==> config.mk <==
export PLATFORM = sky130hd
export DESIGN_NAME = duck_shot_judge_flat
export DESIGN_NICKNAME = d
export VERILOG_FILES = /design/src/rtl/duck_shot_judge_if.sv /design/src/rtl/duck_shot_judge.sv /design/src/flat_wrapper.sv
export SDC_FILE = /design/constraint.sdc
export NUM_CORES = 1
export LEC_CHECK = 0
export CORE_UTILIZATION = 55
export DETAILED_ROUTE_END_ITERATION = 7
export HOLD_SLACK_MARGIN = 0.15
export MAX_ROUTING_LAYER = met4
export PLACE_DENSITY = 0.81
export SLEW_MARGIN = 20
export SYNTH_ARGS = -nofsm -noshare
export SYNTH_HDL_FRONTEND = slang
export SYNTH_SLANG_ARGS = --single-unit
==> constraint.sdc <==
create_clock -name ANIM_Clk -period 6.37 [get_ports ANIM_Clk]
set_input_delay 1.274 -clock ANIM_Clk [delete_from_list [all_inputs] [get_ports ANIM_Clk]]
set_output_delay 1.274 -clock ANIM_Clk [all_outputs]
set_load 0.01 [all_outputs]
==> src/rtl/duck_shot_judge_if.sv <==
// ---------------------------------------------------------------------------
// duck_shot_judge_if
//   Signal bundle between the gameplay front end (trigger, crosshair, duck
//   position) and the shot judge, plus the judge's results towards the
//   dog/duck animation controller and the score display.
//
//   master : the side that drives round/trigger/position inputs and consumes
//            kill pulse, shell count, round flags and score.
//   slave  : the shot judge itself.
//
//   Signals
//     round_start       level, new duck launched
//     duck_live         duck currently shootable
//     Trigger           raw trigger level, synchronous to ANIM_Clk
//     Cross_X/Cross_Y   crosshair position (10 bit)
//     Duck_X/Duck_Y     duck top-left position (10 bit)
//     Duck_color        0 black, 1 red, 2 pink, 3 black
//     duck_kill_signal  one-frame hit pulse
//     shells_left       remaining shots for this duck (3 bit)
//     round_hit         duck killed this round (sticky)
//     fly_away          shells exhausted without a hit (sticky)
//     Score_BCD         4-digit BCD score
//     flash             screen flash, only when SHOT_FLASH_EN is defined
// ---------------------------------------------------------------------------
interface duck_shot_judge_if;
  logic        round_start;
  logic        duck_live;
  logic        Trigger;
  logic [9:0]  Cross_X;
  logic [9:0]  Cross_Y;
  logic [9:0]  Duck_X;
  logic [9:0]  Duck_Y;
  logic [1:0]  Duck_color;
  logic        duck_kill_signal;
  logic [2:0]  shells_left;
  logic        round_hit;
  logic        fly_away;
  logic [15:0] Score_BCD;
`ifdef SHOT_FLASH_EN
  logic        flash;
`endif

  modport master (
    output round_start, duck_live, Trigger,
    output Cross_X, Cross_Y, Duck_X, Duck_Y, Duck_color,
    input  duck_kill_signal, shells_left, round_hit, fly_away, Score_BCD
`ifdef SHOT_FLASH_EN
    , input flash
`endif
  );

  modport slave (
    input  round_start, duck_live, Trigger,
    input  Cross_X, Cross_Y, Duck_X, Duck_Y, Duck_color,
    output duck_kill_signal, shells_left, round_hit, fly_away, Score_BCD
`ifdef SHOT_FLASH_EN
    , output flash
`endif
  );
endinterface

==> src/rtl/duck_shot_judge.sv <==
// ---------------------------------------------------------------------------
// duck_shot_judge
//   Sits upstream of the dog/duck animation controller. Edge-detects the
//   player trigger, hit-tests the crosshair against the duck's box, tracks
//   the shell budget per duck, keeps a saturating BCD score and produces the
//   one-frame duck_kill_signal pulse plus round outcome flags.
//
//   Ports
//     ANIM_Clk  frame-rate clock, rising edge
//     Reset     asynchronous, active-high
//     bus       duck_shot_judge_if.slave (inputs and results, see interface)
//
//   Optional feature: define SHOT_FLASH_EN to add bus.flash, high during the
//   evaluation frame and the frame after it.
// ---------------------------------------------------------------------------
module duck_shot_judge #(
  parameter int DUCK_W      = 32,
  parameter int DUCK_H      = 32,
  parameter int SHELLS      = 3,
  parameter int COOL_FRAMES = 4
) (
  input  logic             ANIM_Clk,
  input  logic             Reset,
  duck_shot_judge_if.slave bus
);

  typedef enum logic [2:0] {
    IDLE  = 3'd0,
    ARMED = 3'd1,
    EVAL  = 3'd2,
    COOL  = 3'd3,
    DONE  = 3'd4
  } state_t;

  localparam logic [2:0]  SHELLS_INIT = 3'(SHELLS);
  localparam logic [3:0]  COOL_LAST   = 4'(COOL_FRAMES - 1);
  localparam logic [10:0] W_SPAN      = 11'(DUCK_W - 1);
  localparam logic [10:0] H_SPAN      = 11'(DUCK_H - 1);

  state_t      state_reg, state_next;
  logic        trig_q_reg;
  logic [2:0]  shells_reg;
  logic [3:0]  cool_cnt_reg;
  logic [9:0]  cross_x_reg, cross_y_reg, duck_x_reg, duck_y_reg;
  logic [1:0]  color_reg;
  logic        live_reg;
  logic        kill_reg;
  logic        round_hit_reg;
  logic        fly_away_reg;
  logic [15:0] score_reg;

  logic        trig_edge;
  logic        shot_fire;
  logic        hit;
  logic [10:0] x_hi, y_hi;
  logic [15:0] addend;
  logic [15:0] bcd_sum;
  logic [15:0] score_add;

  assign trig_edge = bus.Trigger & ~trig_q_reg;
  // round_start wins over a coincident trigger edge, which is simply dropped.
  assign shot_fire = (state_reg == ARMED) & trig_edge & (shells_reg != 3'd0)
                     & ~bus.round_start;

  // 11-bit box bounds so a duck near x/y = 1023 does not wrap to 0.
  assign x_hi = {1'b0, duck_x_reg} + W_SPAN;
  assign y_hi = {1'b0, duck_y_reg} + H_SPAN;

  // A shot fired while the duck was not live stays a miss even if the duck
  // becomes live during the evaluation frame.
  assign hit = live_reg & bus.duck_live
             & ({1'b0, cross_x_reg} >= {1'b0, duck_x_reg})
             & ({1'b0, cross_x_reg} <= x_hi)
             & ({1'b0, cross_y_reg} >= {1'b0, duck_y_reg})
             & ({1'b0, cross_y_reg} <= y_hi);

  always_comb begin
    addend = 16'h0005;
    case (color_reg)
      2'd1:    addend = 16'h0015;
      2'd2:    addend = 16'h0010;
      default: addend = 16'h0005;
    endcase
  end

  // Ripple BCD adder, one digit per stage; a carry out of the top digit
  // means the result exceeded 9999 and the score clamps.
  for (genvar gi = 0; gi < 4; gi++) begin : g_digit
    logic       c_in;
    logic       c_out;
    logic [4:0] raw;
    logic [4:0] adj;

    if (gi == 0) begin : g_c0
      assign c_in = 1'b0;
    end else begin : g_cn
      assign c_in = g_digit[gi-1].c_out;
    end

    assign raw   = {1'b0, score_reg[4*gi +: 4]} + {1'b0, addend[4*gi +: 4]}
                 + {4'b0000, c_in};
    assign c_out = (raw > 5'd9);
    assign adj   = raw - 5'd10;
    assign bcd_sum[4*gi +: 4] = c_out ? adj[3:0] : raw[3:0];
  end

  assign score_add = g_digit[3].c_out ? 16'h9999 : bcd_sum;

  // State register
  always_ff @(posedge ANIM_Clk or posedge Reset) begin
    if (Reset) begin
      state_reg <= IDLE;
    end else begin
      state_reg <= state_next;
    end
  end

  // Next-state logic
  always_comb begin
    state_next = state_reg;
    if (bus.round_start) begin
      state_next = ARMED;
    end else begin
      case (state_reg)
        IDLE:    state_next = IDLE;
        ARMED:   if (shot_fire) state_next = EVAL;
        EVAL: begin
          if (hit || shells_reg == 3'd0) state_next = DONE;
          else                           state_next = COOL;
        end
        COOL:    if (cool_cnt_reg == COOL_LAST) state_next = ARMED;
        DONE:    state_next = DONE;
        default: state_next = IDLE;
      endcase
    end
  end

  // Datapath registers
  always_ff @(posedge ANIM_Clk or posedge Reset) begin
    if (Reset) begin
      trig_q_reg    <= 1'b0;
      shells_reg    <= SHELLS_INIT;
      cool_cnt_reg  <= 4'd0;
      cross_x_reg   <= 10'd0;
      cross_y_reg   <= 10'd0;
      duck_x_reg    <= 10'd0;
      duck_y_reg    <= 10'd0;
      color_reg     <= 2'd0;
      live_reg      <= 1'b0;
      kill_reg      <= 1'b0;
      round_hit_reg <= 1'b0;
      fly_away_reg  <= 1'b0;
      score_reg     <= 16'h0000;
    end else begin
      trig_q_reg <= bus.Trigger;
      kill_reg   <= 1'b0;
      if (bus.round_start) begin
        shells_reg    <= SHELLS_INIT;
        round_hit_reg <= 1'b0;
        fly_away_reg  <= 1'b0;
        cool_cnt_reg  <= 4'd0;
      end else begin
        case (state_reg)
          ARMED: begin
            if (shot_fire) begin
              shells_reg  <= shells_reg - 3'd1;
              cross_x_reg <= bus.Cross_X;
              cross_y_reg <= bus.Cross_Y;
              duck_x_reg  <= bus.Duck_X;
              duck_y_reg  <= bus.Duck_Y;
              color_reg   <= bus.Duck_color;
              live_reg    <= bus.duck_live;
            end
          end
          EVAL: begin
            cool_cnt_reg <= 4'd0;
            if (hit) begin
              kill_reg      <= 1'b1;
              round_hit_reg <= 1'b1;
              score_reg     <= score_add;
            end else if (shells_reg == 3'd0) begin
              fly_away_reg <= 1'b1;
            end
          end
          COOL: begin
            cool_cnt_reg <= cool_cnt_reg + 4'd1;
          end
          default: begin
          end
        endcase
      end
    end
  end

`ifdef SHOT_FLASH_EN
  logic post_eval_reg;

  always_ff @(posedge ANIM_Clk or posedge Reset) begin
    if (Reset) begin
      post_eval_reg <= 1'b0;
    end else begin
      post_eval_reg <= (state_reg == EVAL);
    end
  end
`endif

  // Output logic
  always_comb begin
    bus.duck_kill_signal = kill_reg;
    bus.shells_left      = shells_reg;
    bus.round_hit        = round_hit_reg;
    bus.fly_away         = fly_away_reg;
    bus.Score_BCD        = score_reg;
`ifdef SHOT_FLASH_EN
    bus.flash            = (state_reg == EVAL) | post_eval_reg;
`endif
  end

endmodule
==> src/flat_wrapper.sv <==
// flat-port wrapper written by rule: the top's interface ports become plain ports
module duck_shot_judge_flat 
#(
  parameter int DUCK_W      = 32,
  parameter int DUCK_H      = 32,
  parameter int SHELLS      = 3,
  parameter int COOL_FRAMES = 4
)
  (ANIM_Clk, Reset, bus_round_start, bus_duck_live, bus_Trigger, bus_Cross_X, bus_Cross_Y, bus_Duck_X, bus_Duck_Y, bus_Duck_color, bus_duck_kill_signal, bus_shells_left, bus_round_hit, bus_fly_away, bus_Score_BCD);
  duck_shot_judge_if bus_i ();
  input  logic ANIM_Clk;
  input  logic Reset;
  input wire logic [$bits(bus_i.round_start)-1:0] bus_round_start;
  input wire logic [$bits(bus_i.duck_live)-1:0] bus_duck_live;
  input wire logic [$bits(bus_i.Trigger)-1:0] bus_Trigger;
  input wire logic [$bits(bus_i.Cross_X)-1:0] bus_Cross_X;
  input wire logic [$bits(bus_i.Cross_Y)-1:0] bus_Cross_Y;
  input wire logic [$bits(bus_i.Duck_X)-1:0] bus_Duck_X;
  input wire logic [$bits(bus_i.Duck_Y)-1:0] bus_Duck_Y;
  input wire logic [$bits(bus_i.Duck_color)-1:0] bus_Duck_color;
  output wire logic [$bits(bus_i.duck_kill_signal)-1:0] bus_duck_kill_signal;
  output wire logic [$bits(bus_i.shells_left)-1:0] bus_shells_left;
  output wire logic [$bits(bus_i.round_hit)-1:0] bus_round_hit;
  output wire logic [$bits(bus_i.fly_away)-1:0] bus_fly_away;
  output wire logic [$bits(bus_i.Score_BCD)-1:0] bus_Score_BCD;
  assign bus_i.round_start = bus_round_start;
  assign bus_i.duck_live = bus_duck_live;
  assign bus_i.Trigger = bus_Trigger;
  assign bus_i.Cross_X = bus_Cross_X;
  assign bus_i.Cross_Y = bus_Cross_Y;
  assign bus_i.Duck_X = bus_Duck_X;
  assign bus_i.Duck_Y = bus_Duck_Y;
  assign bus_i.Duck_color = bus_Duck_color;
  assign bus_duck_kill_signal = bus_i.duck_kill_signal;
  assign bus_shells_left = bus_i.shells_left;
  assign bus_round_hit = bus_i.round_hit;
  assign bus_fly_away = bus_i.fly_away;
  assign bus_Score_BCD = bus_i.Score_BCD;
  duck_shot_judge #(.DUCK_W(DUCK_W), .DUCK_H(DUCK_H), .SHELLS(SHELLS), .COOL_FRAMES(COOL_FRAMES)) u_core (.ANIM_Clk(ANIM_Clk), .Reset(Reset), .bus(bus_i));
endmodule
Yosys cells after proc, flatten, opt, wreduce, memory -nomap -nowiden
Cells that the tools add are included.
{"block": "word_totals", "inputBits": 47, "reg_bits": 73, "wordCells": 97}
{"block": "op_classes", "order_cmp": 8, "reduce_logical": 15, "mux": 25, "n_addsub": 14, "eq_ne": 10, "bitwise_logic": 11}
{"op": "$add A10 B5 Y11 const B", "n": 2}
{"op": "$le A10 B11 Y1", "n": 2}
{"op": "$mux W3", "n": 7}
{"op": "$ge A10 B10 Y1", "n": 2}
{"op": "$gt A5 B4 Y1 const B", "n": 4}
{"op": "$mux W16", "n": 1}
{"op": "$mux W4", "n": 4}
{"op": "$add A5 B1 Y5", "n": 3}
{"op": "$pmux W3 S4", "n": 1}
{"op": "$sub A4 B4 Y4 const B", "n": 3}
{"op": "$add A4 B1 Y5 const B", "n": 2}
{"op": "$mux W1", "n": 10}
{"op": "$pmux W5 S2", "n": 1}
{"op": "$reduce_bool A2 Y1", "n": 5}
{"op": "$and A1 B1 Y1", "n": 9}
{"op": "$reduce_and A3 Y1", "n": 3}
{"op": "$pmux W4 S2", "n": 1}
{"op": "$eq A3 B2 Y1 const B", "n": 2}
{"op": "$ne A3 B2 Y1 const B", "n": 2}
{"op": "$reduce_and A2 Y1", "n": 3}
{"op": "$reduce_bool A3 Y1", "n": 2}
{"op": "$add A4 B1 Y5", "n": 1}
{"op": "$add A4 B4 Y5", "n": 1}
{"op": "$add A4 B1 Y4 const B", "n": 1}
{"op": "10 further kinds", "n": 11}

Longest topological paths before layout
Gate-level depths: netlist of run 1.
{"block": "logic_depth", "word_depth": 11, "depth_mapped": 29}

Worst setup path before layout of run 1
Ideal clock, no wire load.
{"block": "synth_path", "path_kind": "flip-flop to flip-flop", "startpoint": "register u_core.color_reg[0]", "endpoint": "register u_core.score_reg[2], in the netlist u_core.bus.Score_BCD[2]", "setup_time_ns": 0.125, "path_slack_ns": 0.705, "stages_incl_launch_ff": 29, "period_less_slack_ns": 5.665, "arrival_time_ns": 5.540, "path_cell_list": "dfrtp_1 -> inv_1 -> ha_1 -> inv_1 -> ha_1 -> ha_1 -> xnor2_1 -> ha_1 -> a32oi_1 -> a21boi_0 -> fa_1 -> inv_1 -> ha_1 -> nand2b_1 -> and3_1 -> o22a_1 -> ha_1 -> ha_1 -> nand2b_1 -> a41oi_1 -> a21oi_1 -> ha_1 -> ha_1 -> nand2b_1 -> a21oi_1 -> a21oi_1 -> buf_2 -> a211oi_1 -> mux2_4"}
{"block": "synth_via", "elab_chain_len": 11}
{"element": "from (decl)", "line": "duck_shot_judge.sv:45", "source": "logic [1:0] color_reg;"}
{"element": "from (signal assigned)", "line": "duck_shot_judge.sv:171", "source": "color_reg <= bus.Duck_color;"}
{"element": "$eq A2 B2 Y1 or $eq A2 B1 Y1 (tied branches)", "line": "duck_shot_judge.sv:79", "source": "case (color_reg)"}
{"element": "$pmux W5 S2 *", "line": "duck_shot_judge.sv:79"}
{"element": "$add A4 B4 Y5", "line": "duck_shot_judge.sv:100", "source": "assign raw = {1'b0, score_reg[4*gi +: 4]} + {1'b0, addend[4*gi +: 4]}"}
{"element": "$gt A5 B4 Y1", "line": "duck_shot_judge.sv:102", "source": "assign c_out = (raw > 5'd9);"}
{"element": "$add A5 B1 Y5", "line": "duck_shot_judge.sv:101", "source": "+ {4'b0000, c_in};"}
{"element": "$gt A5 B4 Y1", "line": "duck_shot_judge.sv:102"}
{"element": "$add A5 B1 Y5", "line": "duck_shot_judge.sv:101"}
{"element": "$gt A5 B4 Y1", "line": "duck_shot_judge.sv:102"}
{"element": "$add A5 B1 Y5", "line": "duck_shot_judge.sv:101"}
{"element": "$gt A5 B4 Y1", "line": "duck_shot_judge.sv:102"}
{"element": "$mux W16 *", "line": "duck_shot_judge.sv:107", "source": "assign score_add = g_digit[3].c_out ? 16'h9999 : bcd_sum;"}
{"element": "to (signal assigned)", "line": "duck_shot_judge.sv:180", "source": "score_reg <= score_add;"}
{"element": "to (decl)", "line": "duck_shot_judge.sv:50", "source": "logic [15:0] score_reg;"}
Every way passes the cells marked *; elsewhere a longest branch is shown, timed or not.
A chain may end at the register's enable or synchronous reset.

Worst setup path in the final report of run 1
{"block": "layout_path", "startpoint": "register u_core.color_reg[0]", "endpoint": "register u_core.score_reg[7], in the netlist u_core.bus.Score_BCD[7]"}
{"block": "layout_via", "elab_chain_len": 11}
{"element": "$eq A2 B2 Y1 or $eq A2 B1 Y1 (tied branches)", "line": "duck_shot_judge.sv:79"}
{"element": "$pmux W5 S2 *", "line": "duck_shot_judge.sv:79"}
{"element": "$add A4 B4 Y5", "line": "duck_shot_judge.sv:100"}
{"element": "$gt A5 B4 Y1", "line": "duck_shot_judge.sv:102"}
{"element": "$add A5 B1 Y5 *", "line": "duck_shot_judge.sv:101"}
{"element": "$gt A5 B4 Y1", "line": "duck_shot_judge.sv:102"}
{"element": "$add A5 B1 Y5", "line": "duck_shot_judge.sv:101"}
{"element": "$gt A5 B4 Y1", "line": "duck_shot_judge.sv:102"}
{"element": "$add A5 B1 Y5", "line": "duck_shot_judge.sv:101"}
{"element": "$gt A5 B4 Y1", "line": "duck_shot_judge.sv:102"}
{"element": "$mux W16 *", "line": "duck_shot_judge.sv:107"}
Marks and branches as above.

==> impl_metrics.yaml, run 1 <==
outcome:
  outcome: "finished clean"
clock_tree:
  cts_tree: "built"
  cts.reportedPaths.clkPinSlew_ns: 0.08
  clock_latency_ns: 0.35
  holdBufCountCts: 0
  cts_buffer_depth: 2
  cts_htree_levels: 3
  cts_inserted_buffers: 9
  root_buffer: "clkbuf_8"
  numClockSinks: 73
final_layout:
  mostFrequentLayoutCell: "dfrtp_1"
  drive_gt1_share_pct: 11.3
  diodes: 0
  area_growth_pct: 21.9
  final_cell_mix: "71 x dfrtp_1, 68 x clkdlybuf4s50_1, 58 x ha_1"
  nNetsFinal: 658
  largest_reg_flops: 16
worst_hold_path:
  min_to: "u_core.color_reg[1]$_DFFE_PP0P_"
  hold_start: "u_core.color_reg[1]$_DFFE_PP0P_"
  hold_class: "register to register"
  hold_depth: 1
synth:
  synthArstFlopShare_pct: 100
  synth_fp_nets: 586
  netlist_instances: 480
  postSynthAreaPerCell_um2: 9.86
  synth_cell_types: 51
  ys_ff_latch: 73
  netlist_area_um2: 4730
  synth_edf_count: 0
  synth_warnings: 0
  yosys_most_used_dff: "dfrtp_1"
  ys_seq_area_share_pct: 38.7
detailed_routing:
  drc: 0
  dr.pass1.iters: 4
  viasPerCell: 5.61
  drtIter0Drc: 116
  vias: 3713
  avgRoutedWirePerCell_um: 15.1
  ant_nets: 0
  wl_um: 9970
grt:
  grt_pass1_wl_um: 17100
  grt_max_degree: 56
  overflow: 0
  grt_pass1_vias: 3869
  grt_antenna_before_repair: 0
  grt_usage_pct: 25.2
worst_setup_path:
  cp_max_fo: 13
  cp_data_arrival_time_ns: 6.23
  crit_buf_inv: 4
  required_ns: 6.60
  rrSetupSlack_ns: 0.38
  rr_worst_depth: 29
  end_kind: "register"
  worst_setup_path_start_kind: "register"
  slowest_stage: "fa_1"
  crit_family: "adder cells"
  timing.rr.end: "u_core.bus.Score_BCD[7]$_DFFE_PP0P_"
  reg2reg_from: "u_core.color_reg[0]$_DFFE_PP0P_"
  crit_path_max_incr_delay_ns: 0.43
  cpMostUsedCell: "ha_1"
  critPathKind: "register to register"
timing:
  rsz0062_at_grt: "no"
  min_period_ns: 5.99
  slew_violations: 0
  fin_tns_setup_ns: 0
  fin_crit_sh_pct: 94.1
  max_freq_ghz: 0.167
  setup_violations: 0
  finalHoldViolCount: 0
  slew_headroom_pct: 37.5
  setup_slack_ns: 0.378
  fin_hold_ws_ns: 0.520
  worstMarginPinSlew_ns: 0.935
  fin_skew_ns: 0.00819
die:
  boundaryPins: 69
  initial_core_util_pct: 57.3
  die_w_um: 94.8
  die_h_um: 94.8
  num_rows: 33
  die_area_um2: 8980
  core_um2: 8260
power_and_ir_drop:
  p_per_area_nw_per_um2: 287
  vdd.ir_drop.worst_mv: 0.191
  power_leakage_nw: 2.68
run:
  cap_violations: 0
placement:
  port_buffers: 68
  dp_hpwl_um: 7490
  gp_congestion: 0.880
  dpl_worst_slack_ns: 0.241
layout make-up:
cell class	instances	area (µm²)
clock buffer	11	151
multi-input combinational	350	2690
sequential	73	1830
clock inverter	5	77.6
timing repair buffer	73	718
inverter	45	169
fill	655	2490
tap	105	131
metrics by stage:
stage               instance area, µm²  std cells  total power, mW  util [%]
floorplan                         4730        480             1.06         -
global placement                  5520        645             1.19      66.8
detailed placement                5520        645             1.23      66.8
CTS                               5750        661             1.66      69.6
global route                      5770        662             1.78      69.8
finish                            5770        662             1.65      69.8
worst max path at each step:
stage	slack (ns)	depth (start not counted)	end	start
4_1_cts	0.12	29	u_core.bus.Score_BCD[7]$_DFFE_PP0P_	u_core.color_reg[0]$_DFFE_PP0P_
2_1_floorplan	0.70	28	u_core.bus.Score_BCD[2]$_DFFE_PP0P_	u_core.color_reg[0]$_DFFE_PP0P_
5_1_grt	0.007	29	u_core.bus.Score_BCD[11]$_DFFE_PP0P_	u_core.color_reg[0]$_DFFE_PP0P_
6_report	0.38	29	u_core.bus.Score_BCD[7]$_DFFE_PP0P_	u_core.color_reg[0]$_DFFE_PP0P_
3_3_place_gp	0.51	29	u_core.bus.Score_BCD[11]$_DFFE_PP0P_	u_core.color_reg[0]$_DFFE_PP0P_
3_5_place_dp	0.24	29	u_core.bus.Score_BCD[7]$_DFFE_PP0P_	u_core.color_reg[0]$_DFFE_PP0P_
cell usage after synthesis (2+ instances only):
cell type / n / share of area (%)
mux2_4: 4 / 1.3
buf_6: 2 / 0.48
inv_1: 45 / 3.6
a31oi_1: 2 / 0.26
nor2_1: 25 / 2.0
dfrtp_1: 71 / 38
o211ai_1: 2 / 0.32
o22ai_1: 2 / 0.26
a211oi_1: 4 / 0.63
xor2_1: 2 / 0.37
nand2_1: 43 / 3.4
xnor2_1: 24 / 4.4
mux2i_1: 7 / 1.5
a21oi_1: 22 / 2.3
ha_1: 58 / 15
dfstp_2: 2 / 1.1
a311o_1: 3 / 0.63
o21a_1: 2 / 0.32
a21o_1: 5 / 0.79
a211o_1: 5 / 0.93
nand3b_1: 2 / 0.32
nor3b_1: 2 / 0.32
o21ai_0: 34 / 3.6
nor2b_1: 7 / 0.93
and3_1: 2 / 0.26
a41oi_1: 2 / 0.37
nor3_1: 13 / 1.4
nand2b_1: 11 / 1.5
nand4_1: 5 / 0.66
mux2_2: 27 / 6.4
a21boi_0: 2 / 0.32
clkbuf_1: 9 / 0.71
nand3_1: 16 / 1.7
power breakdown:
group	total (mW)	switching, mW	internal (mW)
combinational	0.636	0.340	0.296
sequential	0.600	0.0624	0.538
clock	0.418	0.178	0.241
total	1.65	0.580	1.07
layer usage:
layer	wire [µm]	GRT usage, %
met1	4420	29.5
met2	5000	43.0
met3	277	3.30
met4	272	11.2
met5	0	-
cells by family after synthesis:
family,after synthesis,share of synthesized area (%)
AO/OA/AOI/OAI,95,13.0
adder cells (fa/ha/maj),59,15.8
flip-flops,73,38.7
AND/OR/NAND/NOR,132,13.7
buffers and inverters,57,4.86
XOR/XNOR,26,4.81
multiplexers,38,9.18
repair_timing:
action	in CTS	in global routing
gates resized for setup	0	3
endpoints found under the setup margin	0	13
buffers inserted	0	1
Note: power is estimated with default switching activity, not from simulation.
==> run 2: changes to the inputs <==
ABC_CLOCK_PERIOD_IN_PS = 5100   (was not set)
CORE_UTILIZATION = 50   (was 55)
PLACE_DENSITY = 0.77   (was 0.81)
clock period = 5.1 ns   (was 6.37 ns; I/O delays follow)
==> impl_metrics.yaml, run 2 (same netlist as run 1, synthesis figures left out) <==
outcome:
  outcome: "finished, violations left"
  failed_checks: "setup timing"
timing:
  worstMarginPinSlew_ns: 0.879
  fin_hold_ws_ns: 0.546
  setup_violations: 3
  fin_skew_ns: 0.00954
  min_period_ns: 5.12
  setup_slack_ns: -0.0210
  max_freq_ghz: 0.195
  finalHoldViolCount: 0
  rsz0062_at_grt: "yes"
  fin_crit_sh_pct: 100
  slew_headroom_pct: 41.3
  slew_violations: 0
clock_tree:
  root_buffer: "clkbuf_8"
  cts_inserted_buffers: 9
  cts_htree_levels: 3
  cts_tree: "built"
  numClockSinks: 73
  clock_latency_ns: 0.35
  holdBufCountCts: 0
  cts_buffer_depth: 2
  cts.reportedPaths.clkPinSlew_ns: 0.08
placement:
  dpl_worst_slack_ns: -0.266
  place_area_um2: 5720
  numPlacedInstances: 664
  dp_hpwl_um: 7630
  gp_congestion: 0.841
  port_buffers: 68
worst_setup_path:
  rr_worst_depth: 30
  required_ns: 5.33
  worst_setup_path_start_kind: "register"
  crit_start: "u_core.color_reg[0]$_DFFE_PP0P_"
  end_kind: "register"
  critPathKind: "register to register"
  slowest_stage: "dfrtp_1"
  timing.rr.end: "u_core.bus.Score_BCD[2]$_DFFE_PP0P_"
  cp_max_fo: 5
  cp_data_arrival_time_ns: 5.35
  cpMostUsedCell: "ha_4"
  crit_family: "adder cells"
  crit_buf_inv: 5
  crit_path_max_incr_delay_ns: 0.38
  rrSetupSlack_ns: -0.02
  reg2reg_from: "u_core.color_reg[0]$_DFFE_PP0P_"
die:
  die_area_um2: 9860
  boundaryPins: 69
  num_rows: 35
  core_um2: 9200
  die_h_um: 99.3
  initial_core_util_pct: 51.5
  die_w_um: 99.3
final_layout:
  nNetsFinal: 681
  fillCellCount: 708
  largest_reg_flops: 16
  mostFrequentLayoutCell: "dfrtp_1"
  diodes: 0
  fin_area_um2: 6220
  stdcell_count: 691
  drive_gt1_share_pct: 20.7
  final_cell_mix: "71 x dfrtp_1, 68 x clkdlybuf4s50_1, 48 x ha_1"
  area_growth_pct: 31.4
worst_hold_path:
  min_to: "u_core.bus.fly_away$_DFFE_PP0P_"
  hold_class: "register to register"
  hold_start: "u_core.bus.fly_away$_DFFE_PP0P_"
  hold_depth: 2
detailed_routing:
  drc: 0
  vias: 3866
  ant_nets: 0
  avgRoutedWirePerCell_um: 15.5
  dr.pass1.iters: 7
  viasPerCell: 5.59
  wl_um: 10700
  drtIter0Drc: 121
grt:
  grt_usage_pct: 24.0
  grt_antenna_before_repair: 0
  grt_pass1_vias: 4007
  grt_max_degree: 68
  grt_pass1_wl_um: 18400
  overflow: 0
run:
  cap_violations: 0
power_and_ir_drop:
  p_total_mw: 2.13
  power_leakage_nw: 2.80
  p_per_area_nw_per_um2: 343
  vdd.ir_drop.worst_mv: 0.201
## run 2: area by class of cell
type / count / area, µm² / share of cell area (%)
inverter: 45 / 171 / 2.76
multi-input combinational: 351 / 2960 / 47.6
clock inverter: 5 / 77.6 / 1.25
sequential: 73 / 1830 / 29.4
timing repair buffer: 95 / 891 / 14.3
clock buffer: 11 / 151 / 2.44
tap: 111 / 139 / 2.23
## run 2: stage by stage
step / utilization [%] / TNS [ns]
final: 67.6 / -0.0584
after global routing: 67.6 / -2.62
after CTS: 66.5 / -0.0507
after detailed placement: 62.2 / -2.72
after global placement: 62.2 / -0.355
after floorplan: - / 0
## run 2: how the worst max path moves through the flow
stage          depth (start not counted)  slack (ns)                                    to
2_1_floorplan                         28       0.002  u_core.bus.Score_BCD[11]$_DFFE_PP0P_
3_3_place_gp                          28       -0.06   u_core.bus.Score_BCD[2]$_DFFE_PP0P_
3_5_place_dp                          27       -0.27  u_core.bus.Score_BCD[11]$_DFFE_PP0P_
4_1_cts                               28       -0.03   u_core.bus.Score_BCD[7]$_DFFE_PP0P_
5_1_grt                               28       -0.28   u_core.bus.Score_BCD[7]$_DFFE_PP0P_
6_report                              30       -0.02   u_core.bus.Score_BCD[2]$_DFFE_PP0P_
## run 2: per-layer routing
layer / global-route usage [%] / vias to the layer above / share of wire (%)
met5: - / - / 0
met4: 7.81 / 0 / 2.2
met3: 5.20 / 22 / 3.2
met2: 41.2 / 84 / 51
met1: 28.1 / 1887 / 43
li1: - / 1873 / -
## run 2: worst reg2reg max path: cells and delay by family, from the launching register on
| kind | cells | cell delay, ns |
|---|---|---|
| adder cells (fa/ha/maj) | 10 | 2.14 |
| flip-flops | 1 | 0.38 |
| AND/OR/NAND/NOR | 5 | 0.62 |
| AO/OA/AOI/OAI | 8 | 0.98 |
| buffers and inverters | 5 | 0.42 |
| multiplexers | 1 | 0.26 |
| XOR/XNOR | 1 | 0.18 |
## run 2: where the power goes
group          switching [mW]  leakage (nW)  internal [mW]
Clock                   0.225         0.115          0.301
Sequential             0.0799         0.903          0.672
Combinational           0.442          1.78          0.415
Total                   0.747          2.80           1.39
## run 2: what timing repair did
item,4_1_cts,5_1_grt
gates cloned,1,0
endpoints found under the setup margin,13,15
resized for setup,18,15
pin swaps,6,4
setup buffers,6,4
